==> src/rtl/multicycle_controller_pkg.sv <==
// Shared definitions for the multi-cycle RV32I sequencing controller:
// state encoding, opcode values, datapath mux/ALU codes and helpers.
package multicycle_controller_pkg;

    typedef enum logic [3:0] {
        ST_FETCH     = 4'd0,
        ST_DECODE    = 4'd1,
        ST_MEM_ADDR  = 4'd2,
        ST_MEM_READ  = 4'd3,
        ST_MEM_WB    = 4'd4,
        ST_MEM_WRITE = 4'd5,
        ST_EXEC_R    = 4'd6,
        ST_EXEC_I    = 4'd7,
        ST_ALU_WB    = 4'd8,
        ST_BRANCH    = 4'd9,
        ST_JAL       = 4'd10,
        ST_JALR      = 4'd11,
        ST_UPPER     = 4'd12,
        ST_TRAP      = 4'd13
    } state_t;

    // RV32I major opcodes
    localparam logic [6:0] OPC_LOAD   = 7'b0000011;
    localparam logic [6:0] OPC_STORE  = 7'b0100011;
    localparam logic [6:0] OPC_OP     = 7'b0110011;
    localparam logic [6:0] OPC_OP_IMM = 7'b0010011;
    localparam logic [6:0] OPC_BRANCH = 7'b1100011;
    localparam logic [6:0] OPC_JAL    = 7'b1101111;
    localparam logic [6:0] OPC_JALR   = 7'b1100111;
    localparam logic [6:0] OPC_LUI    = 7'b0110111;
    localparam logic [6:0] OPC_AUIPC  = 7'b0010111;

    // Load/store width funct3 values
    localparam logic [2:0] F3_B  = 3'b000;
    localparam logic [2:0] F3_H  = 3'b001;
    localparam logic [2:0] F3_W  = 3'b010;
    localparam logic [2:0] F3_BU = 3'b100;
    localparam logic [2:0] F3_HU = 3'b101;

    // ALU operand A source
    localparam logic [1:0] SEL_A_RS1    = 2'b00;
    localparam logic [1:0] SEL_A_PC     = 2'b01;
    localparam logic [1:0] SEL_A_OLD_PC = 2'b10;

    // ALU operand B source
    localparam logic [1:0] SEL_B_RS2  = 2'b00;
    localparam logic [1:0] SEL_B_IMM  = 2'b01;
    localparam logic [1:0] SEL_B_FOUR = 2'b10;

    // ALU operation class
    localparam logic [1:0] ALU_ADD   = 2'b00;
    localparam logic [1:0] ALU_CMP   = 2'b01;
    localparam logic [1:0] ALU_FUNCT = 2'b10;

    // Register file write-back source
    localparam logic [2:0] RES_ALU    = 3'b000;
    localparam logic [2:0] RES_MEM    = 3'b001;
    localparam logic [2:0] RES_PC4    = 3'b010;
    localparam logic [2:0] RES_IMM    = 3'b011;
    localparam logic [2:0] RES_PC_IMM = 3'b100;

    // States that hold a request on the shared memory port
    function automatic logic is_mem_state(input state_t s);
        return (s == ST_FETCH) || (s == ST_MEM_READ) || (s == ST_MEM_WRITE);
    endfunction

endpackage

==> src/rtl/multicycle_controller_memory_control_encoder.sv <==
// Maps load/store funct3 to the memory port control word
// {unsigned, half, byte, write} and flags widths RV32I does not define.
module memory_control_encoder
    import multicycle_controller_pkg::*;
(
    input  logic [2:0] funct3_i,
    input  logic       is_store_i,
    output logic [3:0] memory_control_o,
    output logic       width_legal_o
);

    // Width decode; unsigned variants exist only for loads
    always_comb begin
        memory_control_o = 4'b0000;
        width_legal_o    = 1'b0;
        case (funct3_i)
            F3_B: begin
                memory_control_o = {1'b0, 1'b0, 1'b1, is_store_i};
                width_legal_o    = 1'b1;
            end
            F3_H: begin
                memory_control_o = {1'b0, 1'b1, 1'b0, is_store_i};
                width_legal_o    = 1'b1;
            end
            F3_W: begin
                memory_control_o = {1'b0, 1'b0, 1'b0, is_store_i};
                width_legal_o    = 1'b1;
            end
            F3_BU: begin
                memory_control_o = is_store_i ? 4'b0000 : 4'b1010;
                width_legal_o    = ~is_store_i;
            end
            F3_HU: begin
                memory_control_o = is_store_i ? 4'b0000 : 4'b1100;
                width_legal_o    = ~is_store_i;
            end
            default: begin
                memory_control_o = 4'b0000;
                width_legal_o    = 1'b0;
            end
        endcase
    end

endmodule

==> src/rtl/multicycle_controller.sv <==
// Sequencing controller for the multi-cycle RV32I core. A Moore FSM walks
// fetch/decode/execute/memory/writeback and drives every datapath strobe.
// The shared memory port uses valid/ready: a request is held (mem_valid=1,
// address and control stable) until the cycle mem_ready is seen high; that
// cycle completes the transfer. mem_ready with mem_valid low is ignored.
// A watchdog traps requests that wait TIMEOUT_CYCLES cycles without ready.
module multicycle_controller
    import multicycle_controller_pkg::*;
#(
    parameter int TIMEOUT_CYCLES = 15,
    parameter int TIMEOUT_WIDTH  = 4,
    parameter bit ENABLE_TRAP    = 1'b1
) (
    input  logic       clock,
    input  logic       reset,
    input  logic [6:0] opcode,
    input  logic [2:0] funct3,
    input  logic       branch_taken,
    input  logic       mem_ready,
    output logic       mem_valid,
    output logic       address_select,
    output logic [3:0] memory_control,
    output logic       instr_write,
    output logic       pc_write,
    output logic       reg_write,
    output logic [1:0] ALU_select_a,
    output logic [1:0] ALU_select_b,
    output logic [1:0] ALU_op,
    output logic [2:0] result_select,
    output logic       instr_retired,
    output logic       illegal,
    output logic       bus_error,
    output logic [3:0] debug_state
);

    localparam logic [TIMEOUT_WIDTH-1:0] WD_LAST = TIMEOUT_WIDTH'(TIMEOUT_CYCLES - 1);
    localparam logic [TIMEOUT_WIDTH-1:0] WD_ONE  = TIMEOUT_WIDTH'(1);

    state_t                   state_q, state_d;
    logic [TIMEOUT_WIDTH-1:0] wd_q, wd_d;
    logic                     illegal_q, illegal_d;
    logic                     bus_error_q, bus_error_d;

    logic       is_store;
    logic       width_legal;
    logic [3:0] enc_mc;
    logic       decode_illegal;
    state_t     dispatch;
    logic       wait_cycle;
    logic       timeout;

    assign is_store = (opcode == OPC_STORE);

    memory_control_encoder u_mc_enc (
        .funct3_i         (funct3),
        .is_store_i       (is_store),
        .memory_control_o (enc_mc),
        .width_legal_o    (width_legal)
    );

    // Opcode dispatch target and illegal-instruction detection for DECODE
    always_comb begin
        decode_illegal = 1'b0;
        dispatch       = ST_TRAP;
        case (opcode)
            OPC_LOAD, OPC_STORE: begin
                dispatch       = ST_MEM_ADDR;
                decode_illegal = ~width_legal;
            end
            OPC_OP:             dispatch = ST_EXEC_R;
            OPC_OP_IMM:         dispatch = ST_EXEC_I;
            OPC_BRANCH:         dispatch = ST_BRANCH;
            OPC_JAL:            dispatch = ST_JAL;
            OPC_JALR:           dispatch = ST_JALR;
            OPC_LUI, OPC_AUIPC: dispatch = ST_UPPER;
            default:            decode_illegal = 1'b1;
        endcase
    end

    // A wait cycle is an active request without ready. The counter is zero
    // whenever no wait is in progress, so every new request starts from 0.
    assign wait_cycle = is_mem_state(state_q) && !mem_ready;
    assign timeout    = ENABLE_TRAP && wait_cycle && (wd_q == WD_LAST);

    // Next-state, watchdog and sticky flag logic
    always_comb begin
        state_d     = state_q;
        illegal_d   = illegal_q;
        bus_error_d = bus_error_q;
        wd_d        = (ENABLE_TRAP && wait_cycle) ? wd_q + WD_ONE : '0;
        case (state_q)
            ST_FETCH:     if (mem_ready) state_d = ST_DECODE;
            ST_DECODE: begin
                if (!decode_illegal) begin
                    state_d = dispatch;
                end else if (ENABLE_TRAP) begin
                    state_d   = ST_TRAP;
                    illegal_d = 1'b1;
                end else begin
                    state_d = ST_FETCH;
                end
            end
            ST_MEM_ADDR:  state_d = is_store ? ST_MEM_WRITE : ST_MEM_READ;
            ST_MEM_READ:  if (mem_ready) state_d = ST_MEM_WB;
            ST_MEM_WRITE: if (mem_ready) state_d = ST_FETCH;
            ST_EXEC_R,
            ST_EXEC_I:    state_d = ST_ALU_WB;
            ST_MEM_WB,
            ST_ALU_WB,
            ST_BRANCH,
            ST_JAL,
            ST_JALR,
            ST_UPPER:     state_d = ST_FETCH;
            ST_TRAP:      state_d = ST_TRAP;
            default:      state_d = ST_FETCH;
        endcase
        if (timeout) begin
            state_d     = ST_TRAP;
            bus_error_d = 1'b1;
        end
    end

    // State, watchdog and sticky trap flags
    always_ff @(posedge clock or posedge reset) begin
        if (reset) begin
            state_q     <= ST_FETCH;
            wd_q        <= '0;
            illegal_q   <= 1'b0;
            bus_error_q <= 1'b0;
        end else begin
            state_q     <= state_d;
            wd_q        <= wd_d;
            illegal_q   <= illegal_d;
            bus_error_q <= bus_error_d;
        end
    end

    // Strobe decode from state; forced quiet while reset is high so a request
    // in flight is dropped immediately and nothing is written
    always_comb begin
        mem_valid      = 1'b0;
        address_select = 1'b0;
        memory_control = 4'b0000;
        instr_write    = 1'b0;
        pc_write       = 1'b0;
        reg_write      = 1'b0;
        ALU_select_a   = SEL_A_RS1;
        ALU_select_b   = SEL_B_RS2;
        ALU_op         = ALU_ADD;
        result_select  = RES_ALU;
        instr_retired  = 1'b0;
        if (!reset) begin
            case (state_q)
                ST_FETCH: begin
                    mem_valid    = 1'b1;
                    ALU_select_a = SEL_A_PC;
                    ALU_select_b = SEL_B_FOUR;
                    instr_write  = mem_ready;
                    pc_write     = mem_ready;
                end
                ST_DECODE: begin
                    ALU_select_a  = SEL_A_OLD_PC;
                    ALU_select_b  = SEL_B_IMM;
                    instr_retired = decode_illegal && !ENABLE_TRAP;
                end
                ST_MEM_ADDR: begin
                    ALU_select_b = SEL_B_IMM;
                end
                ST_MEM_READ: begin
                    mem_valid      = 1'b1;
                    address_select = 1'b1;
                    memory_control = enc_mc;
                end
                ST_MEM_WB: begin
                    reg_write     = 1'b1;
                    result_select = RES_MEM;
                    instr_retired = 1'b1;
                end
                ST_MEM_WRITE: begin
                    mem_valid      = 1'b1;
                    address_select = 1'b1;
                    memory_control = enc_mc;
                    instr_retired  = mem_ready;
                end
                ST_EXEC_R: begin
                    ALU_op = ALU_FUNCT;
                end
                ST_EXEC_I: begin
                    ALU_select_b = SEL_B_IMM;
                    ALU_op       = ALU_FUNCT;
                end
                ST_ALU_WB: begin
                    reg_write     = 1'b1;
                    instr_retired = 1'b1;
                end
                ST_BRANCH: begin
                    ALU_op        = ALU_CMP;
                    pc_write      = branch_taken;
                    instr_retired = 1'b1;
                end
                ST_JAL: begin
                    reg_write     = 1'b1;
                    result_select = RES_PC4;
                    pc_write      = 1'b1;
                    instr_retired = 1'b1;
                end
                ST_JALR: begin
                    ALU_select_b  = SEL_B_IMM;
                    reg_write     = 1'b1;
                    result_select = RES_PC4;
                    pc_write      = 1'b1;
                    instr_retired = 1'b1;
                end
                ST_UPPER: begin
                    reg_write     = 1'b1;
                    result_select = (opcode == OPC_LUI) ? RES_IMM : RES_PC_IMM;
                    instr_retired = 1'b1;
                end
                default: begin
                    mem_valid = 1'b0;
                end
            endcase
        end
    end

    assign illegal     = illegal_q;
    assign bus_error   = bus_error_q;
    assign debug_state = state_q;

endmodule

==> config.mk <==
export PLATFORM = sky130hd
export DESIGN_NAME = multicycle_controller
export DESIGN_NICKNAME = d
export VERILOG_FILES = /design/src/rtl/multicycle_controller_pkg.sv /design/src/rtl/multicycle_controller_memory_control_encoder.sv /design/src/rtl/multicycle_controller.sv
export SDC_FILE = /design/constraint.sdc
export NUM_CORES = 1
export LEC_CHECK = 0
export CORE_MARGIN = 2
export CORE_UTILIZATION = 40
export CTS_BUF_LIST = sky130_fd_sc_hd__clkbuf_4 sky130_fd_sc_hd__clkbuf_8
export DETAILED_ROUTE_END_ITERATION = 8
export GPL_TIMING_DRIVEN = 1
export PLACE_DENSITY = 0.79
export SKIP_CTS_REPAIR_TIMING = 1
export SLEW_MARGIN = 10
export SYNTH_ARGS = -nofsm -noshare
export SYNTH_HDL_FRONTEND = slang
export SYNTH_HIERARCHICAL = 1
export SYNTH_SLANG_ARGS = --single-unit
==> constraint.sdc <==
create_clock -name clock -period 2.2 [get_ports clock]
set_clock_uncertainty 0.15 [all_clocks]
set_input_delay 0.66 -clock clock [delete_from_list [all_inputs] [get_ports clock]]
set_output_delay 0.66 -clock clock [all_outputs]
set_load 0.005 [all_outputs]
* After elaboration in Yosys (flattened, before gate mapping) *
Index checks and enable logic that the tools add are counted.

cells by class
  $add $sub $neg = 1
  multiply operators = 0
  divide/modulo/power cells = 0
  magnitude comparators = 0
  equal/unequal tests = 30
  shifts and indexed selects = 0
  muxes and demuxes = 37
  bitwise operators = 2
  reductions and logical operators = 21

operator list
  kind                                                             number
  4-bit case mux with 7 select lines                               2
  4-bit two-way mux                                                10
  4-bit == test, second input constant                             7
  7-bit by 6-bit == test with 1-bit output, second input constant  3
  7-bit == test, second input constant                             3
  4-bit case mux with 5 select lines                               1
  4-bit by 3-bit == test with 1-bit output, second input constant  4
  7-bit by 5-bit == test with 1-bit output, second input constant  2
  2-bit case mux with 2 select lines                               3
  2-bit OR reduction                                               6
  1-bit two-way mux                                                10
  3-bit two-way mux                                                3
  3-bit inequality test, second input constant                     3
  3-bit case mux with 3 select lines                               1
  4-bit by 2-bit == test with 1-bit output, second input constant  2
  7-bit by 2-bit == test with 1-bit output, second input constant  1
  7-bit OR reduction                                               1
  3-bit == test, second input constant                             2
  2-bit two-way mux                                                3
  1-bit case mux with 2 select lines                               3
  3-bit OR reduction                                               2
  6-bit OR reduction                                               1
  5-bit OR reduction                                               1
  4-bit by 1-bit adder with 4-bit output, second input constant    1
  other kinds (13)                                                 16

word-level totals
  register bits after elaboration = 10
  latch bits = 0
  memory bits (writable) = 0
  bits in read-only memories = 0
  input port bits = 14
  output and inout port bits = 25
  logic and storage cells = 95
  memories kept = 0

* Logic depth before layout (Yosys ltp) *
Gate-level depths: netlist (run 1).

  depth after elaboration = 8
  gate-level depth with buffers = 7
  depth with buffers taken out = 7

* Cells and area by module *
Netlist (run 1), hierarchy kept.

by module, submodules not included
  module                  times used  cells each  area an instance (um^2)  seq. area each (um^2)
  multicycle_controller   1           116         898.4                    250.2
  memory_control_encoder  1           7           45.0                     0.0

* Worst setup path before layout (run 1) *
No wires, ideal clock.

  path type = in2out
  start = input opcode[4]
  end = output memory_control[2]
  arrival time = 1.605 ns
  required time = 1.390 ns
  path slack = -0.215 ns
  stages on the path = 5
  path buffers = 0
  cell sequence = nand2b_1 > nor4_2 > a21oi_1 > and2_1 > and2_1

between the ends
  cells in the longest elaborated chain, start to end = 5

ends and longest elaborated chain
  what                                      line                                                text
  start: declaration                        multicycle_controller.sv:16                         input logic [6:0] opcode,
  7-bit by 6-bit == test with 1-bit output  multicycle_controller.sv:52                         assign is_store = (opcode == OPC_STORE);
  named net is_store                        multicycle_controller.sv:44                         logic is_store;
  4-bit two-way mux                         multicycle_controller_memory_control_encoder.sv:34  memory_control_o = is_store_i ? 4'b0000 : 4'b1100;
  4-bit case mux with 5 select lines        multicycle_controller_memory_control_encoder.sv:16  case (funct3_i)
  named net enc_mc[2]                       multicycle_controller.sv:46                         logic [3:0] enc_mc;
  4-bit two-way mux                         multicycle_controller.sv:153                        case (state_q)
  4-bit two-way mux                         multicycle_controller.sv:152                        if (!reset) begin
  end: declaration                          multicycle_controller.sv:22                         output logic [3:0] memory_control,

The timed path passes the listed nets, and every way through them passes these cells.

* Worst setup path after layout (run 1) *
  start = input opcode[3]
  end = output memory_control[0]

between the ends
  cells in the longest elaborated chain, start to end = 4

ends and longest elaborated chain
  what                                      line
  7-bit by 6-bit == test with 1-bit output  multicycle_controller.sv:52
  named net is_store                        multicycle_controller.sv:44
  4-bit case mux with 5 select lines        multicycle_controller_memory_control_encoder.sv:16
  named net enc_mc[0]                       multicycle_controller.sv:46
  4-bit two-way mux                         multicycle_controller.sv:153
  4-bit two-way mux                         multicycle_controller.sv:152

The timed path passes the listed nets, and every way through them passes these cells.

==> results of run 1 <==
[worst reg2reg max path, cell delays in order, from the launching register on]
cell,delay [ns]
dfrtp_1,0.45
buf_6,0.15
buf_6,0.11
buf_4,0.15
xor2_1,0.18
o21ai_1,0.15
nand3_1,0.26
o211ai_1,0.25
[cells by family after synthesis]
family          share of synthesized area
mux                                0.0119
xor+xnor                           0.0371
fa+ha+maj                          0.0265
compound gates                      0.207
simple gates                        0.395
flops                               0.265
buf+inv                            0.0570
[synthesized netlist by cell type (3+ instances only)]
cell type  instances
nand2_1           10
o21ai_1            3
nor2_1            14
a31oi_1            4
nor3_1             5
and2_1             7
a21oi_1            7
buf_2              4
nand2b_1           6
o21ai_0            3
or2_1              3
dfrtp_1           10
inv_1              4
nand3_1            4
o21bai_1           3
[area by class of cell]
| type | instances | area (sq um) | area share |
|---|---|---|---|
| clock buffer | 4 | 36.3 | 0.0197 |
| tap | 28 | 35.0 | 0.0190 |
| timing repair buffer | 82 | 703 | 0.382 |
| inverter | 5 | 21.3 | 0.0116 |
| multi-input combinational | 101 | 793 | 0.431 |
| sequential | 10 | 251 | 0.137 |
[worst max path at each step]
stage                             end  slack, ns  cells after the start
floorplan           memory_control[2]      -0.09                      5
global placement    memory_control[2]      -0.97                      7
detailed placement  memory_control[2]      -1.05                      7
CTS                 memory_control[2]      -1.05                      7
global route        memory_control[0]      -0.39                      7
finish              memory_control[0]      -0.33                      7
[where the power goes]
group / total (uW) / switching [uW] / internal, uW
Combinational: 1070 / 497 / 572
Clock: 164 / 63.4 / 101
Sequential: 282 / 58.2 / 224
Total: 1510 / 618 / 897
[stage by stage]
stage	setup TNS, ns	cells	hold WS [ns]	area (sq um)
floorplan	-0.210	123	0.304	982
global placement	-16.76	215	0.310	1610
detailed placement	-17.60	215	0.312	1610
CTS	-16.26	219	0.345	1650
global route	-3.81	230	0.361	1840
finish	-2.89	230	0.343	1840
[routing by layer]
layer  GRT usage  up-vias  wire, microns
li1            -      596              -
met1       0.256      594           1340
met2       0.427       53           1970
met3      0.0286        4            144
met4      0.0342        0             26
met5           0        -              0
[flip-flops by register name, summed over array words and instances, names as in the netlist]
| name | cells |
|---|---|
| bus_error | 1 |
| debug_state | 4 |
| illegal | 1 |
| wd_q | 4 |
==> metrics, run 1 <==
status=finished, violations left; violated checks=setup timing; layout cells sized above 1=0.510; minimum clock period=2.53 ns; ANT nets after route=0; # port buffers=38; Yosys cell types=42; DP Worst Slack=-1.05 ns; Critical Path RT=1.39 ns; type of the worst setup path=in -> out; Clock transition at path regs=roughly 0.06 ns; Least-Margin Pin Slew=0.311 ns; Synth Instances=123; total power=1510 uW; htree depth=1; Setup-failing EPs final=14; Seq/Total Area, Yosys=0.265; Starting Density=0.426; CP delay by family, top=simple AND/OR/NAND/NOR gates; largest net degree at the start of global routing=12; HPWL after DPL=2430 microns; final WL=3480 microns; Post-synth EDFFs=0; synth top area cells=dfrtp_1 27%, nor2_1 5.6%, and2_1 4.6%, nand2_1 4.0%, nand2b_1 4.0%; Hold Vio Cnt, Final=0; CTS max path bufs=2; Hold Path Depth=1; fillers=137; vias per cell=5.42; initial antenna violation count=0; commonest non-fill, non-tap cell in the layout=buf_4; CP bufs+invs=3; global-route wire length before repair=4520 microns; Residual DRC=0; unrepaired setup endpoints after global routing=true; Final Slew Violations=0; FF+latch count, synth=10; syn nets=139; largest area contributor in the netlist=dfrtp_1; CP max stage cell=nor4_4; share of the synthesized area in the top cell type=0.265; clock latency on the worst-skew pair=0.26 ns; Crit. Startpoint=opcode[3]; Hold Path Class=reg -> reg; Period Utilization, post-route=1.15; core box area=approximately 0.0022 sq mm; CTS tree=done; warning count from the yosys run=6; Avg Inst Size Synth=7.67 sq um; CTS Sinks=10; Die Footprint=0.00276 sq mm; Critical Path Source Type=input port; DR vias=1247; average wire per standard cell=15.1 microns; Crit. End Element=output port; most frequent CP cell=and2_1; r2r startpoint=debug_state[1]$_DFFE_PP0P_; Rel. slew slack=0.792; Initial DRC Count=20; Area Growth Syn to Fin=95.1%; P_leak=0.000973 uW; Pwr per Cell Area=823 mW/mm^2; setup ws final=-0.332 ns; nets=219; CP arrival=1.72 ns; CP peak stage delay=0.30 ns; crit-path cells=buf_6 > nand3b_4 > nor4_4 > buf_4 > and2_1 > and2_1 > buf_2; root buffer cell=clkbuf_4; Rows=17; GR Overflow Total=0; Main synth FF type=dfrtp_1; Worst Hold Path EP=illegal$_DFFE_PP0P_; ANT cells=0; Die W=52.6 microns; chip height=52.6 microns; Reg-to-Reg End=debug_state[2]$_DFFE_PP0P_; FF-to-FF path depth=7; total track usage=0.220; maximum vdd drop=0.773 mV; I/O pins=39; hold path start=illegal$_DFFE_PP0P_; CTS Buf Count=3; synthesized area=about 940 sq um; Final Wtd Congestion=a little under 0.9; CP Max Fanout=3; most frequent cells in the layout=32 x buf_4, 18 x buf_6, 14 x nor2_1, 9 x dfrtp_1, 9 x clkbuf_2; fmax=395 MHz; vias in the first global route=~1000; r2r setup slk=0.28 ns; First-pass DRT Iterations=4; async set or reset register ratio after synthesis=1.00; Finished Core Util=0.832; max-cap viol count=0
No activity file was read; power rests on OpenSTA's default activity.
==> run 2, diff against run 1 <==
==> constraint.sdc (replaced) <==
create_clock -name clock -period 2.2 [get_ports clock]
set_clock_uncertainty 0.15 [all_clocks]
set_input_delay 0.44 -clock clock [delete_from_list [all_inputs] [get_ports clock]]
set_output_delay 0.44 -clock clock [all_outputs]
set_load 0.005 [all_outputs]
==> run 2 against run 1 <==
The run still ends with setup timing left. Worst setup slack better by 0.31 ns. Routed wire length is 7.0% lower. Core utilization shrank 1.5 points. Sequential power increased by 2%. Non-clock buffer count decreased by 1. Critical path depth increased by 1. Critical path type unchanged. Critical endpoint is now memory_control[2]. Largest power group unchanged.
==> metrics, run 2 (same netlist as run 1, synthesis figures left out) <==
Area Growth Syn to Fin=91.5%; core box area=0.00221 sq mm (unchanged); minimum clock period=2.22 ns (-0.314 ns); switching share of power=0.394 (-0.0138); fillers=139 (+1.5%); maximum vdd drop=0.805 mV (+4.1%); total track usage=0.210 (-0.00971); # port buffers=38 (unchanged); Clock power frac=0.112 (+0.004); cell area after layout=0.00181 sq mm (-1.8%); Final Wtd Congestion=0.860 (-1.5%); Crit. Startpoint=opcode[3]; Rel. slew slack=0.793 (+0.00122); CTS Buf Count=3 (unchanged); sequential power share=0.203 (+0.017); ANT cells=0 (unchanged); violated checks=setup timing; Residual DRC=0 (unchanged); P_leak=0.00105 uW (+8.0%); Pwr per Cell Area=786 mW/mm^2 (-4.5%); ANT nets after route=0 (unchanged); I/O pins=39 (unchanged); Comb power frac=0.685 (-0.020); Hold Path Class=in -> async; max-cap viol count=0 (unchanged); chip height=52.6 microns (unchanged); Critical Path RT=1.61 ns (+0.22 ns); Reg area=254 sq um (+1.0%); Finished Core Util=0.817 (-0.0153); Sw Pwr=560 uW (-9.5%); vias in the first global route=1051 (+1.5%); Period Utilization, post-route=1.01 (-0.143); vias per cell=5.23 (-3.6%); CTS Sinks=10 (unchanged); global-route wire length before repair=4380 microns (-3.1%); First-pass DRT Iterations=4 (unchanged); internal power=860 uW (-4.1%); final WL=3230 microns (-7.0%); Clock transition at path regs=0.06 ns (about the same); Die W=52.6 microns (unchanged); Setup-failing EPs final=2 (-12); clock latency on the worst-skew pair=0.26 ns (about the same); Post-Route Setup TNS=-0.0310 ns (+2.86 ns); layout cells sized above 1=0.408 (-0.102); r2r startpoint=debug_state[1]$_DFFE_PP0P_; Die Footprint=0.00276 sq mm (unchanged); htree depth=1 (unchanged); Rows=17 (unchanged); Crit. End Element=output port; type of the worst setup path=in -> out; GR Overflow Total=0 (unchanged); status=finished, violations left; fmax=451 MHz (+14%); DR vias=1197 (-4.0%); multi-input gate area in the final layout=753 sq um (-5.0%); commonest non-fill, non-tap cell in the layout=buf_4; setup ws final=-0.0177 ns (+0.314 ns); Cell Area, Placed=0.00156 sq mm (-2.8%); HPWL after DPL=2270 microns (-6.5%); unrepaired setup endpoints after global routing=true; average wire per standard cell=14.1 microns (-6.6%); Hold Vio Cnt, Final=0 (unchanged); Initial DRC Count=31 (+55%); CTS tree=done; initial antenna violation count=0 (unchanged); Least-Margin Pin Slew=0.310 ns (-0.00147 ns); Critical Path Source Type=input port; Starting Density=0.426 (unchanged); most frequent cells in the layout=41 x buf_4, 17 x dlymetal6s2s_1, 13 x nor2_1, 11 x clkdlybuf4s50_1, 10 x nand2_1; largest net degree at the start of global routing=12 (unchanged); CP arrival=1.63 ns (-0.09 ns); CTS max path bufs=2 (unchanged); r2r setup slk=0.25 ns (-0.03 ns); CP Max Fanout=4 (+1); nets=218 (-0.46%); root buffer cell=clkbuf_4; Final Slew Violations=0 (unchanged)
run 2: changes by cell type in the layout (fill, tap and decap cells not counted), sizes merged:
| cell | delta |
|---|---|
| clkbuf | -4 |
| dlymetal6s2s | +9 |
| clkdlybuf4s50 | +5 |
| buf | -11 |
run 2: power by group through the flow:
stage	sequential (uW)	clock (uW)	combinational, uW
after CTS	271	165	823
after global placement	272	0	802
final	288	159	973
after detailed placement	275	0	820
after global routing	295	172	1040
after floorplan	259	0	417
run 2: metrics by stage:
step	power [uW]	setup slack (ns)	hold slack, ns	cells
floorplan	677	0.218	0.292	123
global placement	1070	-0.605	0.310	214
detailed placement	1100	-0.733	0.319	214
CTS	1260	-0.745	0.336	218
global route	1510	-0.0775	0.181	229
finish	1420	-0.0177	0.169	229
run 2: final cells by class:
class / instances / area share
clock buffers: 4 / 0.0201
multi-input cells: 101 / 0.417
inverters: 5 / 0.0104
repair buffers: 81 / 0.393
well taps: 28 / 0.0194
flip-flops and latches: 10 / 0.141
run 2: path summary, 6_finish.rpt:
check,to,cells past startpoint
max,memory_control[2],8
max in group asynchronous,debug_state[0]$_DFFE_PP0P_,3
min in group clock,illegal$_DFFE_PP0P_,1
max reg2reg,debug_state[2]$_DFFE_PP0P_,8
min,debug_state[3]$_DFFE_PP0P_,3
min reg2reg,illegal$_DFFE_PP0P_,1
run 2: per-layer routing:
metal / part of all wire / GRT usage / routed length (microns) / vias up
li1: - / - / - / 590
met1: 0.42 / 0.250 / 1360 / 555
met2: 0.51 / 0.398 / 1650 / 50
met3: 0.066 / 0.0257 / 213 / 2
met4: 0.0015 / 0.0427 / 5 / 0
met5: 0 / 0 / 0 / -
run 2: critical path: stages:
cell and delay, ns:
buf_6 0.09, nand3b_4 0.18, nor4_4 0.30, buf_4 0.17, a21oi_2 0.05, and2_1 0.13
and2_1 0.15, clkbuf_2 0.11
==> run 3, diff against run 2 <==
GPL_TIMING_DRIVEN = 0   (was 1)
==> run 3 against run 2 <==
The run still ends with setup timing left. Hold slack worse by 0.073 ns. Sequential share of layout area is 1.4 points higher. Non-clock buffer count is 22 lower. Global-route usage fell by 1.3 points. Routed wire length shrank 3.8%. Cell count decreased by 10%. Worst setup slack worse by 0.077 ns. Die area did not move. Final area decreased by 9.2%. Largest power group unchanged.
==> metrics, run 3 (same netlist as run 1, synthesis figures left out) <==
HPWL after DPL=2010 microns (-11%); vias in the first global route=966 (-8.1%); initial antenna violation count=0 (unchanged); Least-Margin Pin Slew=0.360 ns (+0.0497 ns); global-route wire length before repair=4190 microns (-4.4%); largest net degree at the start of global routing=13 (+1); sequential power share=0.205 (+0.002); fillers=176 (+27%); CTS tree=done; internal power=800 uW (-7.0%); DR vias=1126 (-5.9%); layout cells sized above 1=0.337 (-0.0709); Post-Route Setup TNS=-0.426 ns (-0.395 ns); Critical Path Source Type=flip-flop; Area Growth Syn to Fin=73.9%; CP Max Fanout=5 (+1); CP arrival=1.71 ns (+0.08 ns); Starting Density=0.426 (unchanged); Clock power frac=0.085 (-0.027); Die Footprint=0.00276 sq mm (unchanged); violated checks=setup timing; GR Overflow Total=0 (unchanged); total power=1350 uW (-4.9%); P_leak=0.000940 uW (-11%); Hold Path Class=in -> async; Crit. End Element=output port; Critical Path RT=1.61 ns (about the same); status=finished, violations left; maximum vdd drop=0.612 mV (-24%); switching share of power=0.408 (+0.0133); root buffer cell=clkbuf_4; Pwr per Cell Area=823 mW/mm^2 (+4.7%); total track usage=0.197 (-0.0129); DP Worst Slack=-0.876 ns (-0.143 ns); Hold Vio Cnt, Final=0 (unchanged); commonest non-fill, non-tap cell in the layout=dlymetal6s2s_1; vias per cell=5.47 (+4.6%); nets=196 (-10%); ANT cells=0 (unchanged); chip height=52.6 microns (unchanged); minimum clock period=2.30 ns (+0.0775 ns); Sw Pwr=550 uW (-1.7%); fmax=436 MHz (-3.4%); ANT nets after route=0 (unchanged); Residual DRC=0 (unchanged); Period Utilization, post-route=1.04 (+0.0352); Rel. slew slack=0.759 (-0.0346); type of the worst setup path=reg -> out; Die W=52.6 microns (unchanged); Clock transition at path regs=0.06 ns (about the same); # port buffers=37 (-2.6%); Comb power frac=0.710 (+0.025); setup ws final=-0.0952 ns (-0.0775 ns); Finished Core Util=0.742 (-0.0752); CTS Buf Count=3 (unchanged); htree depth=1 (unchanged); multi-input gate area in the final layout=752 sq um (-0.17%); final WL=3110 microns (-3.8%); max-cap viol count=0 (unchanged); Reg area=254 sq um (unchanged); CTS max path bufs=2 (unchanged); Setup-failing EPs final=5 (+3); CTS Sinks=10 (unchanged); average wire per standard cell=15.1 microns (+6.9%); Final Wtd Congestion=0.817 (-5.0%); clock latency on the worst-skew pair=0.25 ns (about the same); unrepaired setup endpoints after global routing=true; First-pass DRT Iterations=4 (unchanged); I/O pins=39 (unchanged); Initial DRC Count=24 (-23%); most frequent cells in the layout=17 x dlymetal6s2s_1, 14 x buf_4, 14 x nor2_1, 11 x clkdlybuf4s50_1; core box area=0.00221 sq mm (unchanged); Final Slew Violations=0 (unchanged); Rows=17 (unchanged)
-- run 3: cell count changes in the layout (fill, tap and decap cells not counted), sizes merged --
cell	delta
clkbuf	+4
buf	-27
-- run 3: path summary, 6_finish.rpt --
kind / slack (ns) / end / startpoint / depth (start not counted)
setup / recovery: -0.1 / memory_control[3] / debug_state[2]$_DFFE_PP0P_ / 7
hold / removal: 0.1 / debug_state[1]$_DFFE_PP0P_ / reset / 2
setup reg to reg: 0.43 / debug_state[2]$_DFFE_PP0P_ / debug_state[1]$_DFFE_PP0P_ / 6
hold reg to reg: 0.33 / illegal$_DFFE_PP0P_ / illegal$_DFFE_PP0P_ / 1
max in group asynchronous: 1.65 / debug_state[3]$_DFFE_PP0P_ / reset / 2
min in group clock: 0.33 / illegal$_DFFE_PP0P_ / illegal$_DFFE_PP0P_ / 1
-- run 3: worst max-delay path, cell delays in order, from the launching register on --
cell and delay (ns):
dfrtp_2 0.45, buf_6 0.14, nand2b_4 0.15, a211oi_4 0.26
buf_6 0.14, buf_6 0.09, and2_1 0.12, buf_2 0.10
-- run 3: stage by stage --
step	instances	cell area (sq um)	hold WS (ns)
2_1_floorplan	123	943	0.292
3_3_place_gp	188	1350	0.311
3_5_place_dp	188	1350	0.319
4_1_cts	191	1370	0.0907
5_1_grt	206	1640	0.124
6_report	206	1640	0.0956
-- run 3: final cells by class --
type | instances | share of cell area
Timing Repair Buffer | 52 | 0.300
Sequential cell | 10 | 0.155
Tap cell | 28 | 0.0214
Clock buffer | 3 | 0.0137
Inverter | 5 | 0.0145
Buffer | 7 | 0.0374
Multi-Input combinational cell | 101 | 0.458
-- run 3: power groups by stage --
stage                     Clock (uW)  Sequential, uW  Combinational, uW
after floorplan                    0             259                417
after global placement             0             262                695
after detailed placement           0             266                711
after CTS                        123             262                713
after global routing             132             283               1030
final                            115             277                958
-- run 3: metal layers --
layer  part of all wire  wire length (microns)  up-vias  global-route usage
li1                   -                      -      549                   -
met1               0.40                   1240      523               0.254
met2               0.53                   1640       52               0.344
met3              0.069                    214        2              0.0200
met4             0.0058                     18        0              0.0598
met5                  0                      0        -                   0
